**src/rtl/pipe_reg_pkg.sv**
```systemverilog
// Shared definitions for the elastic pipeline register.
// Occupancy sizing and parameter sanity helpers.
package pipe_reg_pkg;

    localparam int DEF_DATA_W = 32;
    localparam int DEF_DEPTH  = 2;

    function automatic int occ_w(input int depth);
        return $clog2(depth + 1);
    endfunction

    function automatic bit cfg_ok(input int data_w, input int depth);
        return (data_w >= 1) && (depth >= 1);
    endfunction

endpackage

```
**src/rtl/pipe_reg_hs_if.sv**
```systemverilog
// Valid/ready handshake bundle carrying one payload word.
// The producer side uses master, the consumer side uses slave.
interface pipe_reg_hs_if #(
    parameter int DATA_W = 32
);
    logic              valid;
    logic [DATA_W-1:0] data;
    logic              ready;

    modport master (
        output valid,
        output data,
        input  ready
    );

    modport slave (
        input  valid,
        input  data,
        output ready
    );
endinterface

```
**src/rtl/pipe_reg_stage.sv**
```systemverilog
// One pipeline slot: valid bit plus payload register.
// Reset beats flush beats load; flush leaves the payload untouched.
module pipe_reg_stage #(
    parameter int                DATA_W     = 32,
    parameter logic [DATA_W-1:0] PRESET_VAL = '0
) (
    input  logic              clk,
    input  logic              rst,
    input  logic              i_load,
    input  logic              i_flush,
    input  logic              i_src_valid,
    input  logic [DATA_W-1:0] i_src_data,
    output logic              o_valid,
    output logic [DATA_W-1:0] o_data
);

    logic              r_v;
    logic [DATA_W-1:0] r_d;

    always_ff @(posedge clk) begin
        if (rst) begin
            r_v <= 1'b0;
            r_d <= PRESET_VAL;
        end else if (i_flush) begin
            r_v <= 1'b0;
        end else if (i_load) begin
            r_v <= i_src_valid;
            if (i_src_valid) begin
                r_d <= i_src_data;
            end
        end
    end

    assign o_valid = r_v;
    assign o_data  = r_d;

endmodule

```
**src/rtl/pipe_reg_hs.sv**
```systemverilog
// Elastic DEPTH-stage pipeline register with bubble collapsing,
// global enable, synchronous flush and an occupancy counter.
module pipe_reg_hs
    import pipe_reg_pkg::*;
#(
    parameter int                DATA_W     = DEF_DATA_W,
    parameter int                DEPTH      = DEF_DEPTH,
    parameter logic [DATA_W-1:0] PRESET_VAL = '0
) (
    input  logic                      clk,
    input  logic                      rst,
    input  logic                      en,
    input  logic                      flush,
    pipe_reg_hs_if.slave              up,
    pipe_reg_hs_if.master             dn,
    output logic [occ_w(DEPTH)-1:0]   occupancy
);

    localparam int OCC_W = occ_w(DEPTH);

    if (!cfg_ok(DATA_W, DEPTH)) begin : g_bad_cfg
        $error("pipe_reg_hs: DATA_W and DEPTH must both be >= 1");
    end

    logic              w_go;
    logic              w_rdy [DEPTH+1];
    logic              w_v   [DEPTH];
    logic [DATA_W-1:0] w_d   [DEPTH];
    logic              w_sv  [DEPTH];
    logic [DATA_W-1:0] w_sd  [DEPTH];
    logic              w_in_xfer;
    logic              w_out_xfer;
    logic [OCC_W-1:0]  r_occ;

    assign w_go         = en & ~flush;
    assign w_rdy[DEPTH] = dn.ready & w_go;

    // A stage can load when it is empty or its content moves on.
    for (genvar i = 0; i < DEPTH; i++) begin : g_stage
        if (i == 0) begin : g_src_in
            assign w_sv[i] = up.valid;
            assign w_sd[i] = up.data;
        end else begin : g_src_prev
            assign w_sv[i] = w_v[i-1];
            assign w_sd[i] = w_d[i-1];
        end

        assign w_rdy[i] = w_go & (~w_v[i] | w_rdy[i+1]);

        pipe_reg_stage #(
            .DATA_W     (DATA_W),
            .PRESET_VAL (PRESET_VAL)
        ) u_stage (
            .clk         (clk),
            .rst         (rst),
            .i_load      (w_rdy[i]),
            .i_flush     (flush),
            .i_src_valid (w_sv[i]),
            .i_src_data  (w_sd[i]),
            .o_valid     (w_v[i]),
            .o_data      (w_d[i])
        );
    end

    assign up.ready = w_rdy[0];
    assign dn.valid = w_v[DEPTH-1];
    assign dn.data  = w_d[DEPTH-1];

    assign w_in_xfer  = up.valid & w_rdy[0];
    assign w_out_xfer = w_v[DEPTH-1] & w_rdy[DEPTH];

    always_ff @(posedge clk) begin
        if (rst || flush) begin
            r_occ <= '0;
        end else begin
            unique case ({w_in_xfer, w_out_xfer})
                2'b10:   r_occ <= r_occ + OCC_W'(1);
                2'b01:   r_occ <= r_occ - OCC_W'(1);
                default: r_occ <= r_occ;
            endcase
        end
    end

    assign occupancy = r_occ;

endmodule

```
**src/flat_wrapper.sv**
```systemverilog
// flat-port wrapper written by rule: the top's interface ports become plain ports
module pipe_reg_hs_flat import pipe_reg_pkg::*;
#(
    parameter int                DATA_W     = DEF_DATA_W,
    parameter int                DEPTH      = DEF_DEPTH,
    parameter logic [DATA_W-1:0] PRESET_VAL = '0
)
  (clk, rst, en, flush, occupancy, up_valid, up_data, up_ready, dn_valid, dn_data, dn_ready);
  pipe_reg_hs_if #(.DATA_W(DATA_W)) up_i ();
  pipe_reg_hs_if #(.DATA_W(DATA_W)) dn_i ();
  input  logic clk;
  input  logic rst;
  input  logic en;
  input  logic flush;
  output logic [occ_w(DEPTH)-1:0] occupancy;
  input wire logic [$bits(up_i.valid)-1:0] up_valid;
  input wire logic [$bits(up_i.data)-1:0] up_data;
  output wire logic [$bits(up_i.ready)-1:0] up_ready;
  output wire logic [$bits(dn_i.valid)-1:0] dn_valid;
  output wire logic [$bits(dn_i.data)-1:0] dn_data;
  input wire logic [$bits(dn_i.ready)-1:0] dn_ready;
  assign up_i.valid = up_valid;
  assign up_i.data = up_data;
  assign up_ready = up_i.ready;
  assign dn_valid = dn_i.valid;
  assign dn_data = dn_i.data;
  assign dn_i.ready = dn_ready;
  pipe_reg_hs #(.DATA_W(DATA_W), .DEPTH(DEPTH), .PRESET_VAL(PRESET_VAL)) u_core (.clk(clk), .rst(rst), .en(en), .flush(flush), .up(up_i), .dn(dn_i), .occupancy(occupancy));
endmodule
```
**config.mk**
```make
export PLATFORM = sky130hd
export DESIGN_NAME = pipe_reg_hs_flat
export DESIGN_NICKNAME = d
export VERILOG_FILES = /design/src/rtl/pipe_reg_pkg.sv /design/src/rtl/pipe_reg_hs_if.sv /design/src/rtl/pipe_reg_stage.sv /design/src/rtl/pipe_reg_hs.sv /design/src/flat_wrapper.sv
export SDC_FILE = /design/constraint.sdc
export NUM_CORES = 1
export LEC_CHECK = 0
export BUFFER_PORTS_ARGS = -buffer_cell sky130_fd_sc_hd__buf_2
export CORE_UTILIZATION = 45
export CTS_BUF_LIST = sky130_fd_sc_hd__clkbuf_2 sky130_fd_sc_hd__clkbuf_4 sky130_fd_sc_hd__clkbuf_8
export CTS_CLUSTER_DIAMETER = 60
export DETAILED_ROUTE_END_ITERATION = 6
export PLACE_DENSITY_LB_ADDON = 0.2
export SLEW_MARGIN = 0
export SYNTH_ARGS = -nofsm -noshare
export SYNTH_HDL_FRONTEND = slang
export SYNTH_SLANG_ARGS = --single-unit
```
**constraint.sdc**
```tcl
create_clock -name clk -period 2.1 [get_ports clk]
set_input_delay 0.105 -clock clk [delete_from_list [all_inputs] [get_ports clk]]
set_output_delay 0.105 -clock clk [all_outputs]
set_load 0.01 [all_outputs]
```
Yosys cells after proc, flatten, opt, wreduce, memory -nomap -nowiden. Cells that the tools add are included. W data, S select, Z words.

Flip-flop bits (word level): 68. Input port bits: 38. Output and inout port bits: 36. Word-level logic and storage cells: 26.

Add/sub/neg operators: 2. Equal/unequal tests: 2. Mux-type cells: 1. Bitwise operators: 11. Reductions and logical operators: 5.

Operators with widths (count): $and A1 B1 Y1 (6); $reduce_and A3 Y1 (2); $pmux W2 S2 (1); $not A1 Y1 (3); $add A2 B1 Y2 const B (1); $eq A2 B1 Y1 const B (1); $eq A2 B2 Y1 const B (1); $or A1 B1 Y1 (2); $reduce_bool A2 Y1 (1); $reduce_or A2 Y1 (1); $sub A2 B1 Y2 const B (1); $logic_or A1 B1 Y1 (1).

Longest topological paths before layout.
Word-level depth: 10. Mapped depth: 9.

Modules after synthesis. A second synthesis with hierarchy kept.

Cells, all modules: 302. Area, all modules: 3134.3 µm².

Modules (own cells, without submodules): pipe_reg_stage (instances 2, cells an instance 143, area each 1503.9 µm², sequential area each 660.6 µm²); pipe_reg_hs (instances 1, cells an instance 16, area each 126.4 µm², sequential area each 40.0 µm²).

Worst setup path after synthesis. No wires, ideal clock.

Path kind: register to register. From: reg u_core.g_stage[1].u_stage.r_v. To: reg u_core.r_occ[1] (netlist: u_core.occupancy[1]). Setup time: 0.076 ns. Arrival: 1.695 ns. Required time: 2.024 ns. Slack: 0.329 ns. Stages on the path, launching flop included: 9. Period minus slack after synthesis: 1.771 ns. Cells stage by stage: dfxtp_1 > nand3b_1 > and3_4 > buf_12 > buf_12 > inv_2 > ha_1 > or3_1 > a21boi_0.

Longest elaborated chain between the ends: 8. Elaborated cells on any way between the ends: 11.

RTL lines: start: declaration (line pipe_reg_stage.sv:17) `logic r_v;`; start signal: assignment (line pipe_reg_stage.sv:27) `r_v <= i_src_valid;`; $not A1 Y1 (line pipe_reg_hs.sv:48) `assign w_rdy[i] = w_go & (~w_v[i] | w_rdy[i+1]);`; $or A1 B1 Y1 (line pipe_reg_hs.sv:48); $and A1 B1 Y1 (line pipe_reg_hs.sv:48); $or A1 B1 Y1 (line pipe_reg_hs.sv:48); $and A1 B1 Y1 (line pipe_reg_hs.sv:48); $and A1 B1 Y1 (line pipe_reg_hs.sv:69) `assign w_in_xfer = up.valid & w_rdy[0];`; $eq A2 B1 Y1 or $eq A2 B2 Y1 (tied branches) (line pipe_reg_hs.sv:76) `unique case ({w_in_xfer, w_out_xfer})`; $pmux W2 S2 or $reduce_bool A2 Y1 (tied branches); end signal: assignment (line pipe_reg_hs.sv:77) `2'b10: r_occ <= r_occ + OCC_W'(1);`; end signal: assignment (line pipe_reg_hs.sv:78) `2'b01: r_occ <= r_occ - OCC_W'(1);`; end signal: assignment (line pipe_reg_hs.sv:79) `default: r_occ <= r_occ;`; end: declaration (line pipe_reg_hs.sv:33) `logic [OCC_W-1:0] r_occ;`.

Parallel ways exist; a longest one is shown, timed or not. A chain may end at the register's enable or synchronous reset.

Final worst setup path.
From: reg u_core.g_stage[0].u_stage.r_v. To: reg u_core.r_occ[1] (netlist: u_core.occupancy[1]).

Longest elaborated chain between the ends: 6. Elaborated cells on any way between the ends: 8.

RTL lines (line): start: declaration (pipe_reg_stage.sv:17); start signal: assignment (pipe_reg_stage.sv:27); $not A1 Y1 * (pipe_reg_hs.sv:48); $or A1 B1 Y1 * (pipe_reg_hs.sv:48); $and A1 B1 Y1 * (pipe_reg_hs.sv:48); $and A1 B1 Y1 * (pipe_reg_hs.sv:69); $eq A2 B1 Y1 or $eq A2 B2 Y1 (tied branches) (pipe_reg_hs.sv:76); $pmux W2 S2 or $reduce_bool A2 Y1 (tied branches).

Mark *: on every way between the ends. The rest lies on a longest branch, timed or not.

==> results.yml <==
status:
  outcome: "complete, no violations"
yosys:
  yosys_warnings: 0
  synth.most_common_cell: "nand2b_1"
  synth_top_area_share_pct: 46.1
  yosys.cell_types.count: 25
  yosysSeqAreaShare_pct: 46.1
  netlist_instances: 270
  synth_common_cells: "nand2b_1, dfxtp_1, mux2i_1, clkbuf_1, buf_12"
  ys_async_sr_fraction_pct: 0
  synthTopCellsByArea: "dfxtp_1, mux2i_1, nand2b_1"
  syn_area_um2: 2950
  syn_nets: 309
  dominantRegCellSynth: "dfxtp_1"
  yosysTopAreaCell: "dfxtp_1"
  synth_edf_count: 0
  ys_ff_latch: 68
  avgSynthCellArea_um2: 10.9
worst_setup_path:
  r2r_slack_ns: 0.55
  critPathCaptureType: "flop"
  cp-endpoint: "u_core.occupancy[1]"
  critPathMaxStageDelay_ns: 0.35
  cp_max_fo: 5
  path_cells: "nand3b_1 -> and3_4 -> inv_2 -> ha_1 -> or3_1 -> a21boi_0"
  setup.worst_path.start: "u_core.g_stage[0].u_stage.o_valid"
  r2r_cells: 6
  start_kind: "flop"
  critPathArrivalTime_ns: 1.81
  criticalPathCategory: "reg -> reg"
  cp_data_required_time_ns: 2.35
  r2r_start: "u_core.g_stage[0].u_stage.o_valid"
  cpMaxStageDelayCell: "or3_1"
  r2r_end: "u_core.occupancy[1]"
finish:
  multi_input_area_um2: 1410
  syn_to_final_growth_pct: 16.4
  nNetsFinal: 377
  design_area_um2: 3440
  utilization_pct: 54.1
  drive_gt1_share_pct: 29.2
  diodes: 0
  final-seq-area_um2: 1360
  n_fill_cell: 592
timing:
  rsz0062_at_grt: "no"
  max_slew_margin_pct: 61.5
  tns_ns: 0
  setup_viol: 0
  fin_crit_ns: 1.55
  clock_skew_ns: 0.00793
  worstMarginPinSlew_ns: 0.577
  period_share_pct: 74.0
  finalHoldViolations: 0
  timing.hold.ws_ns: 0.0240
  clock.fmax_mhz: 644
  drv_slew: 0
detailed_routing:
  wl_mm: 4.86
  vias: 1962
  drt_iter0_drc: 75
  drtPass1Iterations: 4
  viasPerCell: 4.67
  drtAntennaViolNets: 0
  drc: 0
  wl_per_cell_um: 11.6
clock_network:
  holdBufCountCts: 0
  cts_resized: 0
  cts_root_buffer: "clkbuf_8"
  post_cts_buffers: 0
  clock_tree.buffer_depth: 2
  path_clk_slew_ns: 0.07
  htree_levels: 3
  clock-sinks: 68
  cts_tree: "yes"
  worstSkewPairLatency_ns: 0.33
  cts_inserted_buffers: 9
flow_run:
  cap_viol_max_count: 0
placed_design:
  hpwl_mm: 3.04
  place.gp.congestion: 0.700
  place_area_um2: 3270
  port_buffers: 73
power_and_ir_drop:
  powerDensity_nw_per_um2: 696
  ir_drop_mv: 0.338
  internal-power_w: 0.00185
  p_total_w: 0.00239
  combPwrFrac_pct: 7.0
  seq_power_share_pct: 55.2
  p_leak_nw: 1.58
  p_sw_w: 0.000538
  clockPowerShare_pct: 37.9
  switching_share_pct: 22.5
global_route:
  gr-total-overflow: 0
  grt_use_met1_pct: 18.6
  gr-usage-met3_pct: 4.37
  met2_usage_pct: 24.7
  antenna_found_initial: 0
  first_global_vias: 1911
  grt_pass1_wl_mm: 8.47
  track_usage_pct: 15.3
  top_usage_layer: "met2"
  grt_max_degree: 100
die:
  start_util_pct: 46.5
  core_area_um2: 6350
  chipWidth_um: 83.0
  rows: 29
  ios: 74
  die_area_um2: 6890
  die_h_um: 83.0
min_path:
  hp-class: "in -> reg"
per-stage QoR:
step,instances,setup WS [ns]
floorplan,270,0.329
global placement,404,0.607
detailed placement,404,0.556
CTS,420,0.553
global route,420,0.413
finish,420,0.547
worst max-delay path, delay by kind of cell (launching register included):
kind	cells	cell delay, ns
and+or+nand+nor	3	0.65
adders and majority gates	1	0.30
AOI/OAI and AO/OA	1	0.16
DFF	1	0.34
buffers and inverters	1	0.03
worst min-delay path by stage:
stage	start	to	slack, ns	cells past startpoint
floorplan	flush	u_core.g_stage[1].u_stage.o_valid	0.18	1
finish	flush	u_core.occupancy[0]	0.02	2
global placement	flush	u_core.g_stage[1].u_stage.o_valid	0.36	2
CTS	flush	u_core.occupancy[0]	0.01	2
detailed placement	flush	u_core.occupancy[0]	0.36	2
global route	flush	u_core.occupancy[0]	0.02	2
cell type report:
type	instances	area share [%]
inverter	1	0.109
tap	77	2.80
sequential	68	39.6
clock buffer	11	4.04
multi-input combinational	182	41.0
clock inverter	5	0.837
timing repair buffer	76	11.6
state kept, by name, summed over array words and instances (netlist names):
register and flops:
u_core.g_stage.u_stage.o_valid 2, u_core.occupancy 2, u_core.g_stage.u_stage.o_data 64
metal layers:
| layer | up-vias | wire length [um] |
|---|---|---|
| met5 | - | 0 |
| li1 | 1023 | - |
| met4 | 0 | 99 |
| met2 | 49 | 2120 |
| met1 | 879 | 2380 |
| met3 | 11 | 266 |
cell usage in the layout, fill, tap and decap left out, types with 4 or more instances in the layout:
cell type,count
clkinv_2,4
buf_2,73
dfxtp_1,68
mux2i_1,64
clkbuf_8,9
nand2b_1,97
logic make-up (layout without fill, tap and decap cells):
| logic type | Yosys count | count (layout) | synth area share (%) |
|---|---|---|---|
| and+or+nand+nor | 110 | 110 | 23.8 |
| DFF | 68 | 68 | 46.1 |
| muxes | 64 | 64 | 21.7 |
| buffers and inverters | 20 | 93 | 6.19 |
| AOI/OAI and AO/OA | 5 | 5 | 1.19 |
| xor gates and xnor gates | 2 | 2 | 0.593 |
| adders and majority gates | 1 | 1 | 0.424 |
power by group through the flow:
stage	registers (W)	logic [W]	clock network, W
global route	0.00132	0.000185	0.00101
CTS	0.00132	0.000169	0.000940
detailed placement	0.00135	0.000168	0
finish	0.00132	0.000166	0.000906
floorplan	0.00135	0.000124	0
global placement	0.00135	0.000167	0
Note: power is estimated with default switching activity, not from simulation.
